File: config.mk
export PLATFORM = sky130hd
export DESIGN_NAME = dcache_responder
export DESIGN_NICKNAME = d
export VERILOG_FILES = /design/src/rtl/dcache_responder.sv
export SDC_FILE = /design/constraint.sdc
export NUM_CORES = 2
export LEC_CHECK = 0
export CELL_PAD_IN_SITES_DETAIL_PLACEMENT = 0
export CELL_PAD_IN_SITES_GLOBAL_PLACEMENT = 1
export CORE_ASPECT_RATIO = 0.8
export CORE_UTILIZATION = 50
export CTS_BUF_LIST = sky130_fd_sc_hd__clkbuf_8
export DETAILED_ROUTE_END_ITERATION = 10
export HOLD_SLACK_MARGIN = 0.15
export PLACE_DENSITY = 0.73
export SLEW_MARGIN = 10
export SYNTH_ARGS = -nofsm -noshare
export SYNTH_HDL_FRONTEND = slang
export SYNTH_HIERARCHICAL = 1
export SYNTH_SLANG_ARGS = --single-unit
File: constraint.sdc
create_clock -name i_clk -period 19.94 [get_ports i_clk]
set_clock_uncertainty 0.1 [all_clocks]
set_input_delay 5.982 -clock i_clk [delete_from_list [all_inputs] [get_ports i_clk]]
set_output_delay 5.982 -clock i_clk [all_outputs]
set_load 0.01 [all_outputs]
File: src/rtl/dcache_responder.sv
// Direct-mapped, write-through, no-write-allocate data cache for the Memory-stage port.
// Stalls the core on misses and stores while it talks to backing memory over req/ack.

module dcache_responder_line #(
  parameter int TAG_W = 26
) (
  input  logic             i_clk,
  input  logic             i_rst,
  input  logic             i_fill,
  input  logic             i_wr,
  input  logic [TAG_W-1:0] i_tag,
  input  logic [31:0]      i_fill_data,
  input  logic [31:0]      i_wr_data,
  output logic             o_valid,
  output logic [TAG_W-1:0] o_tag,
  output logic [31:0]      o_data
);
  logic             r_valid;
  logic [TAG_W-1:0] r_tag;
  logic [31:0]      r_data;

  always_ff @(posedge i_clk) begin
    if (i_rst) r_valid <= 1'b0;
    else if (i_fill) r_valid <= 1'b1;
  end

  // Tag/data need no reset: they are meaningless until valid is set by a fill.
  always_ff @(posedge i_clk) begin
    if (i_fill) begin
      r_tag  <= i_tag;
      r_data <= i_fill_data;
    end else if (i_wr) begin
      r_data <= i_wr_data;
    end
  end

  assign o_valid = r_valid;
  assign o_tag   = r_tag;
  assign o_data  = r_data;
endmodule

module dcache_responder #(
  parameter int SETS = 16
) (
  input  logic        i_clk,
  input  logic        i_rst,
  input  logic        i_cpu_req,
  input  logic        i_cpu_we,
  input  logic [31:0] i_cpu_addr,
  input  logic [31:0] i_cpu_wdata,
  output logic [31:0] o_cpu_rdata,
  output logic        o_cpu_stall,
  output logic        o_mem_req,
  output logic        o_mem_we,
  output logic [31:0] o_mem_addr,
  output logic [31:0] o_mem_wdata,
  input  logic        i_mem_ack,
  input  logic [31:0] i_mem_rdata,
  output logic [31:0] o_hit_count,
  output logic [31:0] o_miss_count
);
  localparam int IDX_W = $clog2(SETS);
  localparam int TAG_W = 30 - IDX_W;

  typedef enum logic [1:0] {S_IDLE, S_REFILL, S_WRITE} state_t;

  state_t      r_state, w_next;
  logic [31:0] r_addr, r_wdata, r_hits, r_misses;

  logic [SETS-1:0]             w_valid, w_fill, w_wr;
  logic [SETS-1:0][TAG_W-1:0]  w_tags;
  logic [SETS-1:0][31:0]       w_datas;

  logic [IDX_W-1:0] w_idx, w_ridx;
  logic [TAG_W-1:0] w_tag, w_rtag;
  logic             w_hit, w_fill_any, w_wr_any;
  logic             w_stall, w_mem_req, w_latch, w_hit_inc, w_miss_inc;
  logic [31:0]      w_rdata;
  logic             w_unused;

  assign w_idx    = i_cpu_addr[IDX_W+1:2];
  assign w_tag    = i_cpu_addr[31:IDX_W+2];
  assign w_ridx   = r_addr[IDX_W+1:2];
  assign w_rtag   = r_addr[31:IDX_W+2];
  assign w_unused = &{1'b0, i_cpu_addr[1:0]};

  assign w_hit = i_cpu_req & w_valid[w_idx] & (w_tags[w_idx] == w_tag);

  assign w_fill_any = !i_rst & (r_state == S_REFILL) & i_mem_ack;
  assign w_wr_any   = !i_rst & (r_state == S_IDLE) & i_cpu_req & i_cpu_we & w_hit;

  genvar gi;
  generate
    for (gi = 0; gi < SETS; gi++) begin : g_line
      assign w_fill[gi] = w_fill_any & (w_ridx == IDX_W'(gi));
      assign w_wr[gi]   = w_wr_any & (w_idx == IDX_W'(gi));
      dcache_responder_line #(.TAG_W(TAG_W)) u_line (
        .i_clk       (i_clk),
        .i_rst       (i_rst),
        .i_fill      (w_fill[gi]),
        .i_wr        (w_wr[gi]),
        .i_tag       (w_rtag),
        .i_fill_data (i_mem_rdata),
        .i_wr_data   (i_cpu_wdata),
        .o_valid     (w_valid[gi]),
        .o_tag       (w_tags[gi]),
        .o_data      (w_datas[gi])
      );
    end
  endgenerate

  always_ff @(posedge i_clk) begin
    if (i_rst) begin
      r_state  <= S_IDLE;
      r_addr   <= '0;
      r_wdata  <= '0;
      r_hits   <= '0;
      r_misses <= '0;
    end else begin
      r_state <= w_next;
      if (w_latch) begin
        r_addr <= {i_cpu_addr[31:2], 2'b00};
        if (i_cpu_we) r_wdata <= i_cpu_wdata;
      end
      if (w_hit_inc)  r_hits   <= r_hits + 32'd1;
      if (w_miss_inc) r_misses <= r_misses + 32'd1;
    end
  end

  always_comb begin
    w_next     = r_state;
    w_stall    = 1'b0;
    w_mem_req  = 1'b0;
    w_rdata    = '0;
    w_latch    = 1'b0;
    w_hit_inc  = 1'b0;
    w_miss_inc = 1'b0;
    case (r_state)
      S_IDLE: begin
        if (i_cpu_req) begin
          if (i_cpu_we) begin
            w_stall = 1'b1;
            w_latch = 1'b1;
            w_next  = S_WRITE;
          end else if (w_hit) begin
            w_rdata   = w_datas[w_idx];
            w_hit_inc = 1'b1;
          end else begin
            w_stall    = 1'b1;
            w_latch    = 1'b1;
            w_miss_inc = 1'b1;
            w_next     = S_REFILL;
          end
        end
      end
      S_REFILL: begin
        w_mem_req = 1'b1;
        w_stall   = !i_mem_ack;
        if (i_mem_ack) begin
          w_rdata = i_mem_rdata;
          w_next  = S_IDLE;
        end
      end
      S_WRITE: begin
        w_mem_req = 1'b1;
        w_stall   = !i_mem_ack;
        if (i_mem_ack) w_next = S_IDLE;
      end
      default: w_next = S_IDLE;
    endcase
    // Reset abandons any in-flight transaction and ignores the core in the same cycle.
    if (i_rst) begin
      w_stall    = 1'b0;
      w_mem_req  = 1'b0;
      w_rdata    = '0;
      w_hit_inc  = 1'b0;
      w_miss_inc = 1'b0;
    end
  end

  assign o_cpu_rdata  = w_rdata;
  assign o_cpu_stall  = w_stall;
  assign o_mem_req    = w_mem_req;
  assign o_mem_we     = w_mem_req & (r_state == S_WRITE);
  assign o_mem_addr   = r_addr;
  assign o_mem_wdata  = r_wdata;
  assign o_hit_count  = r_hits;
  assign o_miss_count = r_misses;
endmodule

==> flow_summary.html <==
<table>
<tr><th>Metric</th><th>Value</th></tr>
<tr><th colspan="2">Status</th></tr>
<tr><td>Outcome</td><td>finished clean</td></tr>
<tr><th colspan="2">Synthesis</th></tr>
<tr><td>Sequential cell area fraction in the yosys report</td><td>0.597</td></tr>
<tr><td>Yosys reg bits</td><td>1072</td></tr>
<tr><td>Number of distinct library cell variants in the gate-level netlist after synthesis</td><td>72</td></tr>
<tr><td>Async set or reset register ratio after synthesis</td><td>0</td></tr>
<tr><td>Area share of the largest cell type after synthesis</td><td>0.541</td></tr>
<tr><td>Largest area contributor in the netlist</td><td>edfxtp_1</td></tr>
<tr><td>Number of synthesis warnings</td><td>6</td></tr>
<tr><td>Number of enable flip-flop cells after synthesis</td><td>928</td></tr>
<tr><td>Synthesized cell area</td><td>0.0515 mm²</td></tr>
<tr><td>Most used DFF post-synth</td><td>edfxtp_1</td></tr>
<tr><td>Most used standard cell by instance count after synthesis</td><td>edfxtp_1</td></tr>
<tr><td>Synth Instances</td><td>2932</td></tr>
<tr><td>Synthesized area per cell</td><td>17.6 µm²</td></tr>
<tr><td>Post-synth top cells</td><td>edfxtp_1, mux2_4, mux4_2</td></tr>
<tr><td>Leading post-synthesis cells by cell area</td><td>edfxtp_1, mux2_4, mux4_2</td></tr>
<tr><th colspan="2">Placed design</th></tr>
<tr><td>Buffers added on ports</td><td>~260</td></tr>
<tr><td>Routability cong.</td><td>0.785</td></tr>
<tr><td>Placed cell count</td><td>4382</td></tr>
<tr><td>Detail Placement HPWL</td><td>74800 µm</td></tr>
<tr><td>Setup slack after placement</td><td>1.99 ns</td></tr>
<tr><th colspan="2">Hold path</th></tr>
<tr><td>Worst min-delay path endpoint</td><td>o_mem_wdata[14]</td></tr>
<tr><td>Worst Hold Launch</td><td>o_mem_wdata[14]</td></tr>
<tr><td>Worst Hold Path Cells</td><td>2</td></tr>
<tr><td>Kind of path behind the tightest hold check</td><td>flop to flop</td></tr>
<tr><th colspan="2">STA</th></tr>
<tr><td>TNS Setup</td><td>0 ns</td></tr>
<tr><td>Final cycle utilization of the critical path</td><td>0.911</td></tr>
<tr><td>Number of endpoints with negative hold slack in the final report</td><td>0</td></tr>
<tr><td>Fin crit period</td><td>18.16 ns</td></tr>
<tr><td>Fmax achieved</td><td>0.0551 GHz</td></tr>
<tr><td>Transition at the pin with the smallest max-transition slack</td><td>between 1 and 1.5 ns</td></tr>
<tr><td>Worst Setup Slack, final</td><td>1.78 ns</td></tr>
<tr><td>RSZ-0062 raised after global routing</td><td>false</td></tr>
<tr><td>Final setup violation count</td><td>0</td></tr>
<tr><td>Slew Limit Headroom</td><td>0.260</td></tr>
<tr><td>Pins Over Slew Limit</td><td>0</td></tr>
<tr><th colspan="2">Worst setup path</th></tr>
<tr><td>Critical Path Start</td><td>i_cpu_addr[3]</td></tr>
<tr><td>Capture point of the worst reg-to-reg path</td><td>g_line[12].u_line/o_data[31]</td></tr>
<tr><td>Top fanout value on the critical path</td><td>117</td></tr>
<tr><td>Worst path arrival time</td><td>about 12 ns</td></tr>
<tr><td>R2r startpoint</td><td>g_line[10].u_line/o_tag[25]</td></tr>
<tr><td>Launching element type of the critical path</td><td>primary input</td></tr>
<tr><td>Number of cells on the worst reg-to-reg path</td><td>12</td></tr>
<tr><td>Critical path capture point type</td><td>output port</td></tr>
<tr><td>Reg2Reg Setup Slack</td><td>between 15 and 20 ns</td></tr>
<tr><td>Critical Path RT</td><td>13.86 ns</td></tr>
<tr><td>Worst Setup Path Type</td><td>primary input to output port</td></tr>
<tr><th colspan="2">Clocking</th></tr>
<tr><td>Depth of the CTS H-tree</td><td>4</td></tr>
<tr><td>Worst-Skew Late Latency</td><td>0.87 ns</td></tr>
<tr><td>Postcts setup bufs</td><td>0</td></tr>
<tr><td>Number of hold-repair buffers added at the cts stage</td><td>0</td></tr>
<tr><td>Clock-pin slew on the worst setup and hold paths</td><td>0.06 ns</td></tr>
<tr><td>Post-CTS resize count</td><td>0</td></tr>
<tr><td>Total clock buffers created by CTS</td><td>171</td></tr>
<tr><td>TritonCTS clock tree</td><td>yes</td></tr>
<tr><td>Total clock sinks</td><td>1072</td></tr>
<tr><td>Max Buffers Root-to-Sink</td><td>3</td></tr>
<tr><td>CTS Root Buffer Type</td><td>clkbuf_8</td></tr>
<tr><th colspan="2">Routing</th></tr>
<tr><td>Number of vias after detailed routing</td><td>28.9k</td></tr>
<tr><td>Drt total wl</td><td>around 140000 µm</td></tr>
<tr><td>DRT antenna net count</td><td>0</td></tr>
<tr><td>Met3 layer wire length in the routed design</td><td>approximately 11000 µm</td></tr>
<tr><td># DRC</td><td>0</td></tr>
<tr><td>Detail Route met2 WL</td><td>66300 µm</td></tr>
<tr><td>Vias per cell</td><td>around 6</td></tr>
<tr><td>Router iterations before antenna repair</td><td>5</td></tr>
<tr><td>Avg WL per Cell</td><td>29.1 µm</td></tr>
<tr><td>Max Used Layer</td><td>met5</td></tr>
<tr><td>Drt initial violations</td><td>roughly 2.9k</td></tr>
<tr><td>Metal1 wirelength</td><td>57200 µm</td></tr>
<tr><th colspan="2">Floorplanning</th></tr>
<tr><td>FP Rows</td><td>around 100</td></tr>
<tr><td>Overall die area</td><td>roughly 0.10 mm²</td></tr>
<tr><td>Core Area</td><td>around 0.1 mm²</td></tr>
<tr><td>Die height</td><td>289 µm</td></tr>
<tr><td>IO Count</td><td>264</td></tr>
<tr><td>Die X</td><td>roughly 360 µm</td></tr>
<tr><td>Starting density of the core</td><td>0.508</td></tr>
<tr><th colspan="2">Global routing</th></tr>
<tr><td>Number of antenna violations at the first check in global routing</td><td>6</td></tr>
<tr><td>Global-route usage over all layers</td><td>0.262</td></tr>
<tr><td>Via count of the first global-routing pass</td><td>just under 30k</td></tr>
<tr><td>Overflow left after global routing</td><td>0</td></tr>
<tr><td>Wire length of the first global-routing pass</td><td>198000 µm</td></tr>
<tr><td>Maximum number of pins on one net before global-route repair</td><td>128</td></tr>
<tr><th colspan="2">Pwr</th></tr>
<tr><td>Total power per unit cell area</td><td>80.0 mW/mm²</td></tr>
<tr><td>Maximum vdd ir drop</td><td>0.0766 mV</td></tr>
<tr><td>Leakage</td><td>19.8 nW</td></tr>
<tr><th colspan="2">Cells and area</th></tr>
<tr><td>Non-filler instance count after layout</td><td>4701</td></tr>
<tr><td>Layout cell share with drive strength beyond 1</td><td>0.344</td></tr>
<tr><td>Area growth from synthesis to final layout</td><td>12.3%</td></tr>
<tr><td>Fin nets</td><td>3337</td></tr>
<tr><th colspan="2">Flow run</th></tr>
<tr><td>Number of violations of the max-capacitance limit</td><td>0</td></tr>
</table>
==> report_power, final <==
| group | leakage [nW] | switching [W] | internal, W |
|---|---|---|---|
| combinational | 8.38 | 0.000180 | 0.000185 |
| sequential | 9.48 | 0.0000234 | 0.00245 |
| clock | 1.92 | 0.000897 | 0.000891 |
==> registers in the layout, indices dropped and copies added, names as in the netlist <==
name                   cells
g_line.u_line/o_data     512
g_line.u_line/o_tag      416
o_hit_count               32
o_mem_wdata               32
o_miss_count              32
o_mem_addr                30
g_line.u_line/o_valid     16
r_state                    2
==> critical path, cell delays in order <==
cell and delay [ns]:
buf_8 0.54, buf_12 0.72, mux4_2 0.61, or4b_1 0.48, nand4_1 0.13, o21ai_1 0.17
a2111oi_2 0.42, o2111ai_1 0.49, nor4_4 0.45, buf_4 0.49, a22oi_1 0.13, nor2_1 0.43
clkdlybuf4s50_1 0.63
==> layer usage <==
metal,global-route usage,vias to the layer above
li1,-,12300
met1,0.359,15200
met2,0.427,1165
met3,0.0532,205
met4,0.0740,4
met5,0,-
==> final cells by class <==
class                      instances  area, µm²
clock inverter                   125        624
timing repair buffer             324       3100
tap                             1325       1660
clock buffer                     189       2600
multi-input combinational       1638      19000
inverter                          23       87.6
fill                            7649      43500
antenna                            5       12.5
sequential                      1072      30700
==> per-stage QoR <==
step	util	total power [W]	instance area, µm²	hold WS (ns)
2_1_floorplan	-	0.00274	51500	0.353
3_3_place_gp	0.539	0.00288	54600	0.340
3_5_place_dp	0.539	0.00289	54600	0.348
4_1_cts	0.571	0.00466	57800	0.357
5_1_grt	0.571	0.00478	57900	0.372
6_report	0.571	0.00463	57900	0.356
==> cell usage in the layout (no fill, tap or decap), drive strengths merged, types with 36 or more instances in the layout <==
cell	netlist	routed
mux4	258	258
a22oi	36	36
mux2i	90	90
dfxtp	144	144
clkbuf	69	189
nand2	116	116
nor2	154	154
buf	131	70
a21oi	62	62
clkdlybuf4s50	0	254
edfxtp	928	928
mux2	553	553
inv	21	100
nor2b	44	44
clkinv	2	44
==> logic make-up after synthesis <==
logic type,share of synthesized area
adders and majority gates,0.00146
other,0.0000728
DFF,0.597
xor gates and xnor gates,0.00510
buffers and inverters,0.0368
AOI/OAI and AO/OA,0.0287
and+or+nand+nor,0.0472
muxes,0.284
==> worst max path at each step <==
stage / endpoint / slack, ns / cells past startpoint
6_report: o_cpu_rdata[29] / 1.78 / 13
5_1_grt: o_cpu_rdata[29] / 1.67 / 13
4_1_cts: o_cpu_rdata[29] / 1.97 / 13
3_5_place_dp: o_cpu_rdata[29] / 1.99 / 13
3_3_place_gp: o_cpu_rdata[29] / 2.03 / 13
2_1_floorplan: o_cpu_rdata[10] / 4.83 / 13
Note: power is estimated with default switching activity, not from simulation.
